### src/rtl/mem_arbiter_if.sv
// Signal bundle between the fetch unit, the load/store unit, mem_arbiter and the memory port.
// The arbiter uses the slave view; whatever drives requests and models memory uses the master view.
interface mem_arbiter_if;
    logic        imem_valid;
    logic [31:0] imem_addr;
    logic        imem_ready;
    logic [31:0] imem_rdata;
    logic        imem_error;

    logic        dmem_valid;
    logic [31:0] dmem_addr;
    logic [31:0] dmem_wdata;
    logic [3:0]  dmem_wstrb;
    logic        dmem_ready;
    logic [31:0] dmem_rdata;
    logic        dmem_error;

    logic        memory_valid;
    logic        memory_instr;
    logic [31:0] memory_addr;
    logic [31:0] memory_wdata;
    logic [3:0]  memory_wstrb;
    logic        memory_ready;
    logic [31:0] memory_rdata;

    modport slave (
        input  imem_valid, imem_addr,
        input  dmem_valid, dmem_addr, dmem_wdata, dmem_wstrb,
        input  memory_ready, memory_rdata,
        output imem_ready, imem_rdata, imem_error,
        output dmem_ready, dmem_rdata, dmem_error,
        output memory_valid, memory_instr, memory_addr, memory_wdata, memory_wstrb
    );

    modport master (
        output imem_valid, imem_addr,
        output dmem_valid, dmem_addr, dmem_wdata, dmem_wstrb,
        output memory_ready, memory_rdata,
        input  imem_ready, imem_rdata, imem_error,
        input  dmem_ready, dmem_rdata, dmem_error,
        input  memory_valid, memory_instr, memory_addr, memory_wdata, memory_wstrb
    );
endinterface

### src/rtl/mem_arbiter.sv
// Serialises fetch and load/store pulses onto one memory port: dmem priority with an imem
// anti-starvation limit, one transaction in flight, response timeout and per-port responses.
module mem_arbiter #(
    parameter int unsigned FAIR_LIMIT = 4,
    parameter int unsigned TIMEOUT    = 255
) (
    input  logic         clock,
    input  logic         reset,
    mem_arbiter_if.slave bus
);
    typedef enum logic [0:0] {
        ST_IDLE = 1'b0,
        ST_BUSY = 1'b1
    } state_e;

    localparam logic [3:0]  FAIR_MAX = 4'(FAIR_LIMIT);
    localparam logic [15:0] TO_LAST  = 16'(TIMEOUT - 32'd1);
    localparam logic        TO_EN    = (TIMEOUT != 32'd0);

    state_e      state_q, state_d;
    logic        cur_dmem_q, cur_dmem_d;
    logic        i_pend_q, i_pend_d;
    logic        d_pend_q, d_pend_d;
    logic [31:0] i_addr_q, i_addr_d;
    logic [31:0] d_addr_q, d_addr_d;
    logic [31:0] d_wdata_q, d_wdata_d;
    logic [3:0]  d_wstrb_q, d_wstrb_d;
    logic [3:0]  fair_q, fair_d;
    logic [15:0] timer_q, timer_d;

    logic        mvalid_q, mvalid_d;
    logic        minstr_q, minstr_d;
    logic [31:0] maddr_q, maddr_d;
    logic [31:0] mwdata_q, mwdata_d;
    logic [3:0]  mwstrb_q, mwstrb_d;
    logic        iready_q, iready_d;
    logic [31:0] irdata_q, irdata_d;
    logic        ierror_q, ierror_d;
    logic        dready_q, dready_d;
    logic [31:0] drdata_q, drdata_d;
    logic        derror_q, derror_d;

    logic        busy_s, expire_s, done_s, arb_s, grant_s, pick_i_s;
    logic        i_free_s, d_free_s, i_acc_s, d_acc_s, i_cand_s, d_cand_s;
    logic [31:0] i_addr_sel_s, d_addr_sel_s, d_wdata_sel_s, rsp_data_s;
    logic [3:0]  d_wstrb_sel_s;

    // Completion, capture and arbitration decode. A port whose transaction finishes this
    // cycle is free again, so a pulse arriving in its completion cycle is captured.
    always_comb begin
        busy_s        = (state_q == ST_BUSY);
        expire_s      = TO_EN && busy_s && !bus.memory_ready && (timer_q == TO_LAST);
        done_s        = busy_s && (bus.memory_ready || expire_s);
        i_free_s      = !i_pend_q || (done_s && !cur_dmem_q);
        d_free_s      = !d_pend_q || (done_s && cur_dmem_q);
        i_acc_s       = bus.imem_valid && i_free_s;
        d_acc_s       = bus.dmem_valid && d_free_s;
        i_cand_s      = i_acc_s || (i_pend_q && !(busy_s && !cur_dmem_q));
        d_cand_s      = d_acc_s || (d_pend_q && !(busy_s && cur_dmem_q));
        arb_s         = !busy_s || done_s;
        grant_s       = arb_s && (i_cand_s || d_cand_s);
        pick_i_s      = i_cand_s && (!d_cand_s || (fair_q == FAIR_MAX));
        i_addr_sel_s  = i_acc_s ? bus.imem_addr  : i_addr_q;
        d_addr_sel_s  = d_acc_s ? bus.dmem_addr  : d_addr_q;
        d_wdata_sel_s = d_acc_s ? bus.dmem_wdata : d_wdata_q;
        d_wstrb_sel_s = d_acc_s ? bus.dmem_wstrb : d_wstrb_q;
        rsp_data_s    = bus.memory_ready ? bus.memory_rdata : 32'd0;
    end

    // FSM state register.
    always_ff @(posedge clock) begin
        if (reset) begin
            state_q <= ST_IDLE;
        end else begin
            state_q <= state_d;
        end
    end

    // FSM next state: a grant always leads to BUSY, a completion without a follow-on grant to IDLE.
    always_comb begin
        state_d = state_q;
        case (state_q)
            ST_IDLE: begin
                if (grant_s) begin
                    state_d = ST_BUSY;
                end else begin
                    state_d = ST_IDLE;
                end
            end
            ST_BUSY: begin
                if (grant_s) begin
                    state_d = ST_BUSY;
                end else if (done_s) begin
                    state_d = ST_IDLE;
                end else begin
                    state_d = ST_BUSY;
                end
            end
            default: begin
                state_d = ST_IDLE;
            end
        endcase
    end

    // Request capture, fairness counter, timer and memory-side attributes.
    always_comb begin
        cur_dmem_d = cur_dmem_q;
        i_pend_d   = i_pend_q;
        d_pend_d   = d_pend_q;
        i_addr_d   = i_addr_q;
        d_addr_d   = d_addr_q;
        d_wdata_d  = d_wdata_q;
        d_wstrb_d  = d_wstrb_q;
        fair_d     = fair_q;
        timer_d    = timer_q;
        mvalid_d   = mvalid_q;
        minstr_d   = minstr_q;
        maddr_d    = maddr_q;
        mwdata_d   = mwdata_q;
        mwstrb_d   = mwstrb_q;

        if (i_acc_s) begin
            i_pend_d = 1'b1;
            i_addr_d = bus.imem_addr;
        end else if (done_s && !cur_dmem_q) begin
            i_pend_d = 1'b0;
        end else begin
            i_pend_d = i_pend_q;
        end

        if (d_acc_s) begin
            d_pend_d  = 1'b1;
            d_addr_d  = bus.dmem_addr;
            d_wdata_d = bus.dmem_wdata;
            d_wstrb_d = bus.dmem_wstrb;
        end else if (done_s && cur_dmem_q) begin
            d_pend_d = 1'b0;
        end else begin
            d_pend_d = d_pend_q;
        end

        if (grant_s) begin
            if (pick_i_s) begin
                fair_d = 4'd0;
            end else if (i_cand_s) begin
                fair_d = fair_q + 4'd1;
            end else begin
                fair_d = 4'd0;
            end
        end else if (!i_cand_s) begin
            fair_d = 4'd0;
        end else begin
            fair_d = fair_q;
        end

        if (grant_s) begin
            cur_dmem_d = !pick_i_s;
            timer_d    = 16'd0;
            mvalid_d   = 1'b1;
            minstr_d   = pick_i_s;
            maddr_d    = pick_i_s ? i_addr_sel_s : d_addr_sel_s;
            mwdata_d   = pick_i_s ? 32'd0 : d_wdata_sel_s;
            mwstrb_d   = pick_i_s ? 4'd0 : d_wstrb_sel_s;
        end else if (done_s) begin
            timer_d  = 16'd0;
            mvalid_d = 1'b0;
            minstr_d = 1'b0;
            maddr_d  = 32'd0;
            mwdata_d = 32'd0;
            mwstrb_d = 4'd0;
        end else if (busy_s) begin
            timer_d = timer_q + 16'd1;
        end else begin
            timer_d = timer_q;
        end
    end

    // Per-port response pulse: data on completion, fault with zero data on timeout.
    always_comb begin
        iready_d = 1'b0;
        irdata_d = 32'd0;
        ierror_d = 1'b0;
        dready_d = 1'b0;
        drdata_d = 32'd0;
        derror_d = 1'b0;
        if (done_s) begin
            if (cur_dmem_q) begin
                dready_d = 1'b1;
                drdata_d = rsp_data_s;
                derror_d = !bus.memory_ready;
            end else begin
                iready_d = 1'b1;
                irdata_d = rsp_data_s;
                ierror_d = !bus.memory_ready;
            end
        end else begin
            iready_d = 1'b0;
            dready_d = 1'b0;
        end
    end

    // Datapath and output registers.
    always_ff @(posedge clock) begin
        if (reset) begin
            cur_dmem_q <= 1'b0;
            i_pend_q   <= 1'b0;
            d_pend_q   <= 1'b0;
            i_addr_q   <= 32'd0;
            d_addr_q   <= 32'd0;
            d_wdata_q  <= 32'd0;
            d_wstrb_q  <= 4'd0;
            fair_q     <= 4'd0;
            timer_q    <= 16'd0;
            mvalid_q   <= 1'b0;
            minstr_q   <= 1'b0;
            maddr_q    <= 32'd0;
            mwdata_q   <= 32'd0;
            mwstrb_q   <= 4'd0;
            iready_q   <= 1'b0;
            irdata_q   <= 32'd0;
            ierror_q   <= 1'b0;
            dready_q   <= 1'b0;
            drdata_q   <= 32'd0;
            derror_q   <= 1'b0;
        end else begin
            cur_dmem_q <= cur_dmem_d;
            i_pend_q   <= i_pend_d;
            d_pend_q   <= d_pend_d;
            i_addr_q   <= i_addr_d;
            d_addr_q   <= d_addr_d;
            d_wdata_q  <= d_wdata_d;
            d_wstrb_q  <= d_wstrb_d;
            fair_q     <= fair_d;
            timer_q    <= timer_d;
            mvalid_q   <= mvalid_d;
            minstr_q   <= minstr_d;
            maddr_q    <= maddr_d;
            mwdata_q   <= mwdata_d;
            mwstrb_q   <= mwstrb_d;
            iready_q   <= iready_d;
            irdata_q   <= irdata_d;
            ierror_q   <= ierror_d;
            dready_q   <= dready_d;
            drdata_q   <= drdata_d;
            derror_q   <= derror_d;
        end
    end

    assign bus.memory_valid = mvalid_q;
    assign bus.memory_instr = minstr_q;
    assign bus.memory_addr  = maddr_q;
    assign bus.memory_wdata = mwdata_q;
    assign bus.memory_wstrb = mwstrb_q;
    assign bus.imem_ready   = iready_q;
    assign bus.imem_rdata   = irdata_q;
    assign bus.imem_error   = ierror_q;
    assign bus.dmem_ready   = dready_q;
    assign bus.dmem_rdata   = drdata_q;
    assign bus.dmem_error   = derror_q;
endmodule

### src/flat_wrapper.sv
// flat-port wrapper written by rule: the top's interface ports become plain ports
module mem_arbiter_flat 
#(
    parameter int unsigned FAIR_LIMIT = 4,
    parameter int unsigned TIMEOUT    = 255
)
  (clock, reset, bus_imem_valid, bus_imem_addr, bus_dmem_valid, bus_dmem_addr, bus_dmem_wdata, bus_dmem_wstrb, bus_memory_ready, bus_memory_rdata, bus_imem_ready, bus_imem_rdata, bus_imem_error, bus_dmem_ready, bus_dmem_rdata, bus_dmem_error, bus_memory_valid, bus_memory_instr, bus_memory_addr, bus_memory_wdata, bus_memory_wstrb);
  mem_arbiter_if bus_i ();
  input  logic clock;
  input  logic reset;
  input wire logic [$bits(bus_i.imem_valid)-1:0] bus_imem_valid;
  input wire logic [$bits(bus_i.imem_addr)-1:0] bus_imem_addr;
  input wire logic [$bits(bus_i.dmem_valid)-1:0] bus_dmem_valid;
  input wire logic [$bits(bus_i.dmem_addr)-1:0] bus_dmem_addr;
  input wire logic [$bits(bus_i.dmem_wdata)-1:0] bus_dmem_wdata;
  input wire logic [$bits(bus_i.dmem_wstrb)-1:0] bus_dmem_wstrb;
  input wire logic [$bits(bus_i.memory_ready)-1:0] bus_memory_ready;
  input wire logic [$bits(bus_i.memory_rdata)-1:0] bus_memory_rdata;
  output wire logic [$bits(bus_i.imem_ready)-1:0] bus_imem_ready;
  output wire logic [$bits(bus_i.imem_rdata)-1:0] bus_imem_rdata;
  output wire logic [$bits(bus_i.imem_error)-1:0] bus_imem_error;
  output wire logic [$bits(bus_i.dmem_ready)-1:0] bus_dmem_ready;
  output wire logic [$bits(bus_i.dmem_rdata)-1:0] bus_dmem_rdata;
  output wire logic [$bits(bus_i.dmem_error)-1:0] bus_dmem_error;
  output wire logic [$bits(bus_i.memory_valid)-1:0] bus_memory_valid;
  output wire logic [$bits(bus_i.memory_instr)-1:0] bus_memory_instr;
  output wire logic [$bits(bus_i.memory_addr)-1:0] bus_memory_addr;
  output wire logic [$bits(bus_i.memory_wdata)-1:0] bus_memory_wdata;
  output wire logic [$bits(bus_i.memory_wstrb)-1:0] bus_memory_wstrb;
  assign bus_i.imem_valid = bus_imem_valid;
  assign bus_i.imem_addr = bus_imem_addr;
  assign bus_i.dmem_valid = bus_dmem_valid;
  assign bus_i.dmem_addr = bus_dmem_addr;
  assign bus_i.dmem_wdata = bus_dmem_wdata;
  assign bus_i.dmem_wstrb = bus_dmem_wstrb;
  assign bus_i.memory_ready = bus_memory_ready;
  assign bus_i.memory_rdata = bus_memory_rdata;
  assign bus_imem_ready = bus_i.imem_ready;
  assign bus_imem_rdata = bus_i.imem_rdata;
  assign bus_imem_error = bus_i.imem_error;
  assign bus_dmem_ready = bus_i.dmem_ready;
  assign bus_dmem_rdata = bus_i.dmem_rdata;
  assign bus_dmem_error = bus_i.dmem_error;
  assign bus_memory_valid = bus_i.memory_valid;
  assign bus_memory_instr = bus_i.memory_instr;
  assign bus_memory_addr = bus_i.memory_addr;
  assign bus_memory_wdata = bus_i.memory_wdata;
  assign bus_memory_wstrb = bus_i.memory_wstrb;
  mem_arbiter #(.FAIR_LIMIT(FAIR_LIMIT), .TIMEOUT(TIMEOUT)) u_core (.clock(clock), .reset(reset), .bus(bus_i));
endmodule
### config.mk
export PLATFORM = sky130hd
export DESIGN_NAME = mem_arbiter_flat
export DESIGN_NICKNAME = d
export VERILOG_FILES = /design/src/rtl/mem_arbiter_if.sv /design/src/rtl/mem_arbiter.sv /design/src/flat_wrapper.sv
export SDC_FILE = /design/constraint.sdc
export NUM_CORES = 1
export LEC_CHECK = 0
export ABC_AREA = 0
export CORE_MARGIN = 4
export CORE_UTILIZATION = 50
export DETAILED_ROUTE_END_ITERATION = 12
export PLACE_DENSITY = 0.84
export SLEW_MARGIN = 25
export SYNTH_ARGS = -nofsm -noshare
export SYNTH_HDL_FRONTEND = slang
export SYNTH_SLANG_ARGS = --single-unit
### constraint.sdc
create_clock -name clock -period 3.5 [get_ports clock]
set_input_delay 0.35 -clock clock [delete_from_list [all_inputs] [get_ports clock]]
set_output_delay 0.35 -clock clock [all_outputs]
set_load 0.05 [all_outputs]
==> impl_metrics.csv, run 1 <==
group,metric,value,unit
cts,clock_path_buffers,3,
drt,ant_nets,0,
cts,cts_root_buf,"clkbuf_16",
floorplanning,dieArea,25710,um^2
worst_setup_path,setup.worst_path.start,"u_core.timer_q[11]$_SDFFE_PP0P_",
run_status,status,"completed",
drt,wl_per_cell,18.76,um
cells_and_area,fin_nets,1679,
place,portBuffers,274,
timing,fmaxAchievable,344.1,MHz
logic_synthesis,syn_nets,1468,
job,cap_violations,0,
floorplanning,start_util,51.11,%
worst_setup_path,worst_r2r_endpoint,"u_core.bus.memory_addr[6]$_SDFFE_PP0P_",
logic_synthesis,syn_area,11610,um^2
worst_setup_path,start_kind,"flop",
place,preCtsSetupSlack,533.6,ps
logic_synthesis,synth_cells,1327,
logic_synthesis,synth_edf_count,0,
grt,antenna_found_initial,0,
worst_setup_path,critical_path.max_stage_delay,730,ps
worst_setup_path,r2r_cells,6,
timing,hold_viol,0,
worst_setup_path,cp_slowest_cell,"or4_2",
grt,grt_overflow,0,
power_and_ir_drop,peakVddDrop,330.8,uV
cts,cts_buffers,27,
timing,maxSlewHeadroom,50.09,%
cells_and_area,fin_cells,1844,
floorplanning,die_y,160.4,um
worst_setup_path,crit_fanout,70,
floorplanning,num_rows,55,
timing,maxSlewViolCount,0,
logic_synthesis,ys_seq_elements,262,
power_and_ir_drop,p_leak,5.743,nW
worst_setup_path,cp.required,3950,ps
drt,drc,0,
cts,clkLatencyLatePin,530,ps
logic_synthesis,async_flop_share,0,%
timing,final-setup-viol-count,0,
drt,dr.first_iter.drc_count,937,
place,gp_congestion,0.8677,
timing,rsz0062_at_grt,"false",
place,place_area,14510,um^2
cts,cts.sinks,262,
logic_synthesis,ys_seq_area_share,45.19,%
drt,drt_pre_antenna_iters,5,
worst_setup_path,rr_startpoint,"u_core.timer_q[11]$_SDFFE_PP0P_",
timing,post-route-period-util,83.02,%
worst_setup_path,end_kind,"flop",
drt,drt_wl_total,34590,um
timing,tightest_slew,741.8,ps
worst_hold_path,hp-class,"input port to flop",
timing,fin_skew,14.10,ps
power_and_ir_drop,power_density,476.2,nW/um^2
place,dp_hpwl,22490,um
timing,setup-tns-final,0,ps
floorplanning,core-area,22710,um^2
logic_synthesis,avgSynthCellArea,8.746,um^2
drt,vias,10921,
grt,grt_pass1_vias,10541,
worst_setup_path,cp_cell_sequence,"or4_4 > or4_2 > buf_4 > o21ai_0 > o211ai_1 > a31oi_1",
cts,cts_setup_buffers,0,
cts,ctsResizeCount,0,
grt,grt_max_degree,81,
cts,cts_tree,"yes",
cts,clkTransAtPathRegs,60,ps
worst_setup_path,rrSetupSlack,590,ps
logic_synthesis,synth-main-ff-cell,"dfxtp_1",
cells_and_area,diodes,0,
worst_setup_path,crit_type,"flop to flop",
floorplanning,io_pins,275,
timing,period_minus_slack,2906,ps
drt,viasPerCell,5.922,
cells_and_area,drive_gt1_share,8.339,%
cells_and_area,final_common_cell,"clkdlybuf4s50_1",
cells_and_area,most-common-layout-cells,"clkdlybuf4s50_1, dfxtp_1, nor2_1, o211ai_1, nand2_1",
logic_synthesis,synth.distinct_cells,52,
timing,worst_slack,594.3,ps
floorplanning,die_w,160.4,um
cells_and_area,syn_to_final_growth,32.62,%
cells_and_area,stdcell_area,15390,um^2
logic_synthesis,ys_warn_count,0,
grt,grt_usage,25.50,%
cts,ctsHoldBuffers,0,
worst_setup_path,worst-endpoint-arrival,3360,ps
worst_setup_path,worst_setup_path_endpoint,"u_core.bus.memory_addr[6]$_SDFFE_PP0P_",
place,dp.cells,1794,
cts,h-tree-depth,1,
grt,grt_pass1_wl,55000,um
==> cells in the mapped netlist, drive strengths merged, types with 3 or more instances <==
master	instances	area, um^2
nor3	3	15.01
buf	23	135.1
o211a	32	320.3
xnor2	6	52.55
or4	3	26.27
or3	3	18.77
ha	4	50.05
nor2b	4	25.02
and2	36	225.2
o22ai	32	200.2
inv	41	153.9
nand2	78	292.8
o211ai	98	735.7
xor2	9	78.83
nand2b	76	475.5
nand4	4	25.02
and3	4	25.02
nor4	4	40.04
dfxtp	262	5245
nand3	43	215.2
a22o	36	315.3
a21oi	11	55.05
o21ba	32	320.3
clkbuf	109	409.1
a211oi	34	267.8
nor2	153	574.3
a31oi	33	206.5
mux2i	36	360.4
o21ai	67	335.3
o21bai	32	240.2
==> flip-flops by register name, summed over array words and instances, names as in the netlist <==
signal                   flops
u_core.bus.imem_rdata       32
u_core.d_pend_q              1
u_core.bus.memory_instr      1
u_core.bus.memory_addr      32
u_core.bus.memory_wstrb      4
u_core.cur_dmem_q            1
u_core.d_wstrb_q             4
u_core.bus.imem_ready        1
u_core.bus.memory_valid      1
u_core.bus.imem_error        1
u_core.i_pend_q              1
u_core.d_addr_q             32
u_core.bus.dmem_error        1
u_core.fair_q                4
u_core.bus.dmem_ready        1
u_core.bus.memory_wdata     32
u_core.d_wdata_q            32
u_core.i_addr_q             32
u_core.bus.dmem_rdata       32
u_core.timer_q              16
u_core.busy_s                1
==> worst max-delay path, delay by kind of cell, from the launching register on <==
kind,cells,cell delay (ps)
buf+inv,1,370
simple gates,2,1280
flops,1,350
compound gates,3,820
==> logic make-up after synthesis <==
kind of cell	share of synthesized area, %
muxes	3.105
DFF	45.19
xor gates and xnor gates	1.132
buffers and inverters	6.048
adders and majority gates	0.4312
and+or+nand+nor	17.32
AOI/OAI and AO/OA	26.77
==> power by group <==
group          internal, W  switching [W]  total [W]
registers          0.00313      0.0000777    0.00321
logic             0.000514       0.000772    0.00129
clock network      0.00165        0.00119    0.00283
total              0.00529        0.00204    0.00733
==> worst min-delay path by stage <==
stage	cells past startpoint	to	from	slack (ps)
CTS	2	u_core.i_addr_q[24]$_SDFF_PP0_	reset	340
global placement	1	u_core.bus.memory_wdata[19]$_SDFFE_PP0P_	u_core.bus.memory_wdata[19]$_SDFFE_PP0P_	460
detailed placement	1	u_core.bus.memory_wdata[16]$_SDFFE_PP0P_	u_core.bus.memory_wdata[16]$_SDFFE_PP0P_	460
global route	3	u_core.bus.dmem_rdata[20]$_SDFF_PP0_	bus_memory_rdata[20]	380
floorplan	2	u_core.d_wdata_q[0]$_SDFF_PP0_	u_core.d_wdata_q[0]$_SDFF_PP0_	450
finish	2	u_core.i_addr_q[27]$_SDFF_PP0_	reset	370
==> routing by layer <==
metal / global-route usage, % / wire, um / vias to the layer above
met5: 0 / 0 / -
met4: 9.855 / 1105 / 0
met3: 4.747 / 2824 / 92
met2: 41.21 / 16380 / 541
met1: 34.06 / 14280 / 5161
li1: - / - / 5127
==> stage by stage <==
step	power, W	util [%]	hold slack, ps
2_1_floorplan	0.004057	-	454.7
3_3_place_gp	0.004512	63.91	459.7
3_5_place_dp	0.004542	63.91	464.1
4_1_cts	0.007354	67.78	343.0
5_1_grt	0.007588	67.78	380.5
6_report	0.007330	67.78	372.2
==> layout make-up <==
class                      count  area, um^2
sequential                   262        5245
multi-input combinational    891        5689
timing repair buffer         314        3065
clock buffer                  41       798.3
tap                          285       356.6
fill                        1708        7317
clock inverter                 9       80.08
inverter                      42       157.7
Power figures use the tool's default switching activity.
==> run 2: changes to the inputs <==
Clock period 3.5 ns to 3 ns, I/O delays scaled along.
==> run 2 against run 1 <==
- final cell count increased by 0.27%
- global-route usage increased by 0.48 points
- clock-buffer cell count decreased by 7
- critical path type unchanged
- largest cell class unchanged
==> impl_metrics.csv, run 2 (synthesized netlist as in run 1, its figures left out) <==
group,metric,value,unit
run_status,status,"completed",
timing,fin_skew,11.14,ps
timing,tightest_slew,940.2,ps
timing,maxSlewHeadroom,37.32,%
place,portBuffers,274,
floorplanning,dieArea,25710,um^2
worst_setup_path,critPathTopFamily,"simple AND/OR/NAND/NOR gates",
place,preCtsSetupSlack,227.7,ps
place,place_area,14570,um^2
drt,vias,10759,
place,gp_congestion,0.8668,
worst_setup_path,worst_r2r_endpoint,"u_core.bus.memory_addr[4]$_SDFFE_PP0P_",
timing,final-setup-viol-count,0,
worst_hold_path,min_to,"u_core.bus.dmem_rdata[13]$_SDFF_PP0_",
cts,cts_setup_buffers,0,
power_and_ir_drop,power_density,575.5,nW/um^2
worst_setup_path,worst-endpoint-arrival,3220,ps
drt,ant_nets,0,
cells_and_area,utilization,68.52,%
cts,cts_buffers,27,
drt,wl_per_cell,18.96,um
grt,grt_usage,25.97,%
power_and_ir_drop,p_leak,5.827,nW
cells_and_area,fillCellCount,1701,
worst_setup_path,crit_type,"flop to flop",
worst_setup_path,start_kind,"flop",
cts,clkLatencyLatePin,530,ps
worst_setup_path,rrSetupSlack,180,ps
timing,rsz0062_at_grt,"false",
cts,clkTransAtPathRegs,60,ps
worst_hold_path,hold_path_depth,3,
cells_and_area,drive_gt1_share,8.829,%
worst_setup_path,cp_cell_sequence,"or4_4 > or4_2 > buf_4 > o211a_1 > o21ai_0 > a31oi_1",
cells_and_area,stdcell_area,15560,um^2
timing,hold_viol,0,
worst_setup_path,cp_slowest_cell,"or4_2",
worst_setup_path,crit_fanout,38,
cells_and_area,final_common_cell,"clkdlybuf4s50_1",
floorplanning,start_util,51.11,%
timing,maxSlewViolCount,0,
timing,setup-tns-final,0,ps
worst_setup_path,crit_buf_inv,1,
grt,grt_pass1_wl,55950,um
worst_setup_path,cp.required,3390,ps
floorplanning,num_rows,55,
worst_setup_path,r2r_cells,6,
cts,h-tree-depth,1,
drt,dr.first_iter.drc_count,977,
drt,drt_pre_antenna_iters,5,
cells_and_area,fin_nets,1683,
timing,post-route-period-util,94.06,%
job,cap_violations,0,
cts,clock_path_buffers,3,
drt,drc,0,
place,dp_hpwl,22600,um
cts,cts.sinks,262,
worst_hold_path,hp-class,"input port to flop",
cells_and_area,most-common-layout-cells,"clkdlybuf4s50_1, dfxtp_1, nor2_1, o211ai_1, nand2_1",
cts,cts_tree,"yes",
worst_setup_path,rr_startpoint,"u_core.timer_q[11]$_SDFFE_PP0P_",
timing,worst_slack,178.1,ps
timing,fmaxAchievable,354.4,MHz
power_and_ir_drop,p_total,0.008956,W
grt,grt_pass1_vias,10342,
worst_setup_path,critical_path.max_stage_delay,860,ps
floorplanning,io_pins,275,
grt,grt_overflow,0,
grt,antenna_found_initial,0,
floorplanning,core-area,22710,um^2
floorplanning,die_y,160.4,um
floorplanning,die_w,160.4,um
cts,ctsResizeCount,0,
cts,ctsHoldBuffers,0,
timing,period_minus_slack,2822,ps
drt,drt_wl_total,35060,um
cells_and_area,syn_to_final_growth,34.08,%
grt,grt_max_degree,115,
drt,viasPerCell,5.819,
worst_setup_path,end_kind,"flop",
cts,cts_root_buf,"clkbuf_16",
power_and_ir_drop,peakVddDrop,374.8,uV
worst_hold_path,worstHoldStart,"bus_memory_rdata[13]",
## run 2: changes by cell type in the layout (fill, tap and decap cells not counted), sizes merged
cell	delta
diode	+1
bufinv	+5
buf	+4
clkbuf	-7
clkinv	+2
## run 2: where the power goes
part | internal, W | total, W | switching (W)
clock network | 0.00228 | 0.00369 | 0.00142
logic | 0.000608 | 0.00152 | 0.000912
registers | 0.00365 | 0.00374 | 0.0000878
## run 2: stage by stage
step	instances	hold slack [ps]
2_1_floorplan	1327	445.2
3_3_place_gp	1798	462.3
3_5_place_dp	1798	466.2
4_1_cts	1848	304.8
5_1_grt	1848	320.8
6_report	1849	319.1
## run 2: layout make-up
class | count | area (um^2) | share of cell area, %
diodes | 1 | 2.502 | 0.01608
clock buffers | 34 | 742.0 | 4.768
clock inverters | 16 | 247.7 | 1.592
inverters | 42 | 157.7 | 1.013
multi-input cells | 891 | 5689 | 36.56
flip-flops and latches | 262 | 5245 | 33.71
well taps | 285 | 356.6 | 2.292
repair buffers | 318 | 3120 | 20.05
## run 2: how the worst max path moves through the flow
| stage | slack (ps) | cells past startpoint | to | start |
|---|---|---|---|---|
| after floorplan | 470 | 9 | u_core.bus.memory_wdata[0]$_SDFFE_PP0P_ | u_core.timer_q[11]$_SDFFE_PP0P_ |
| after global placement | 290 | 6 | u_core.bus.memory_wdata[19]$_SDFFE_PP0P_ | u_core.timer_q[11]$_SDFFE_PP0P_ |
| after detailed placement | 230 | 6 | u_core.bus.memory_addr[0]$_SDFFE_PP0P_ | u_core.timer_q[11]$_SDFFE_PP0P_ |
| after CTS | 190 | 6 | u_core.bus.memory_addr[4]$_SDFFE_PP0P_ | u_core.timer_q[11]$_SDFFE_PP0P_ |
| after global routing | 70 | 6 | u_core.bus.memory_addr[10]$_SDFFE_PP0P_ | u_core.timer_q[11]$_SDFFE_PP0P_ |
| final | 180 | 6 | u_core.bus.memory_addr[4]$_SDFFE_PP0P_ | u_core.timer_q[11]$_SDFFE_PP0P_ |
## run 2: worst register-to-register path, delay by kind of cell, from the launching register on
kind | cells | cell delay [ps]
and+or+nand+nor | 2 | 1410
buffers and inverters | 1 | 340
AOI/OAI and AO/OA | 3 | 590
DFF | 1 | 350
## run 2: routing by layer
layer / GRT usage (%) / up-vias / part of all wire, %
met5: 0 / - / 0
met4: 7.274 / 0 / 2.5
met3: 4.003 / 75 / 8.8
met2: 42.64 / 549 / 47
met1: 35.83 / 5030 / 42
li1: - / 5105 / -
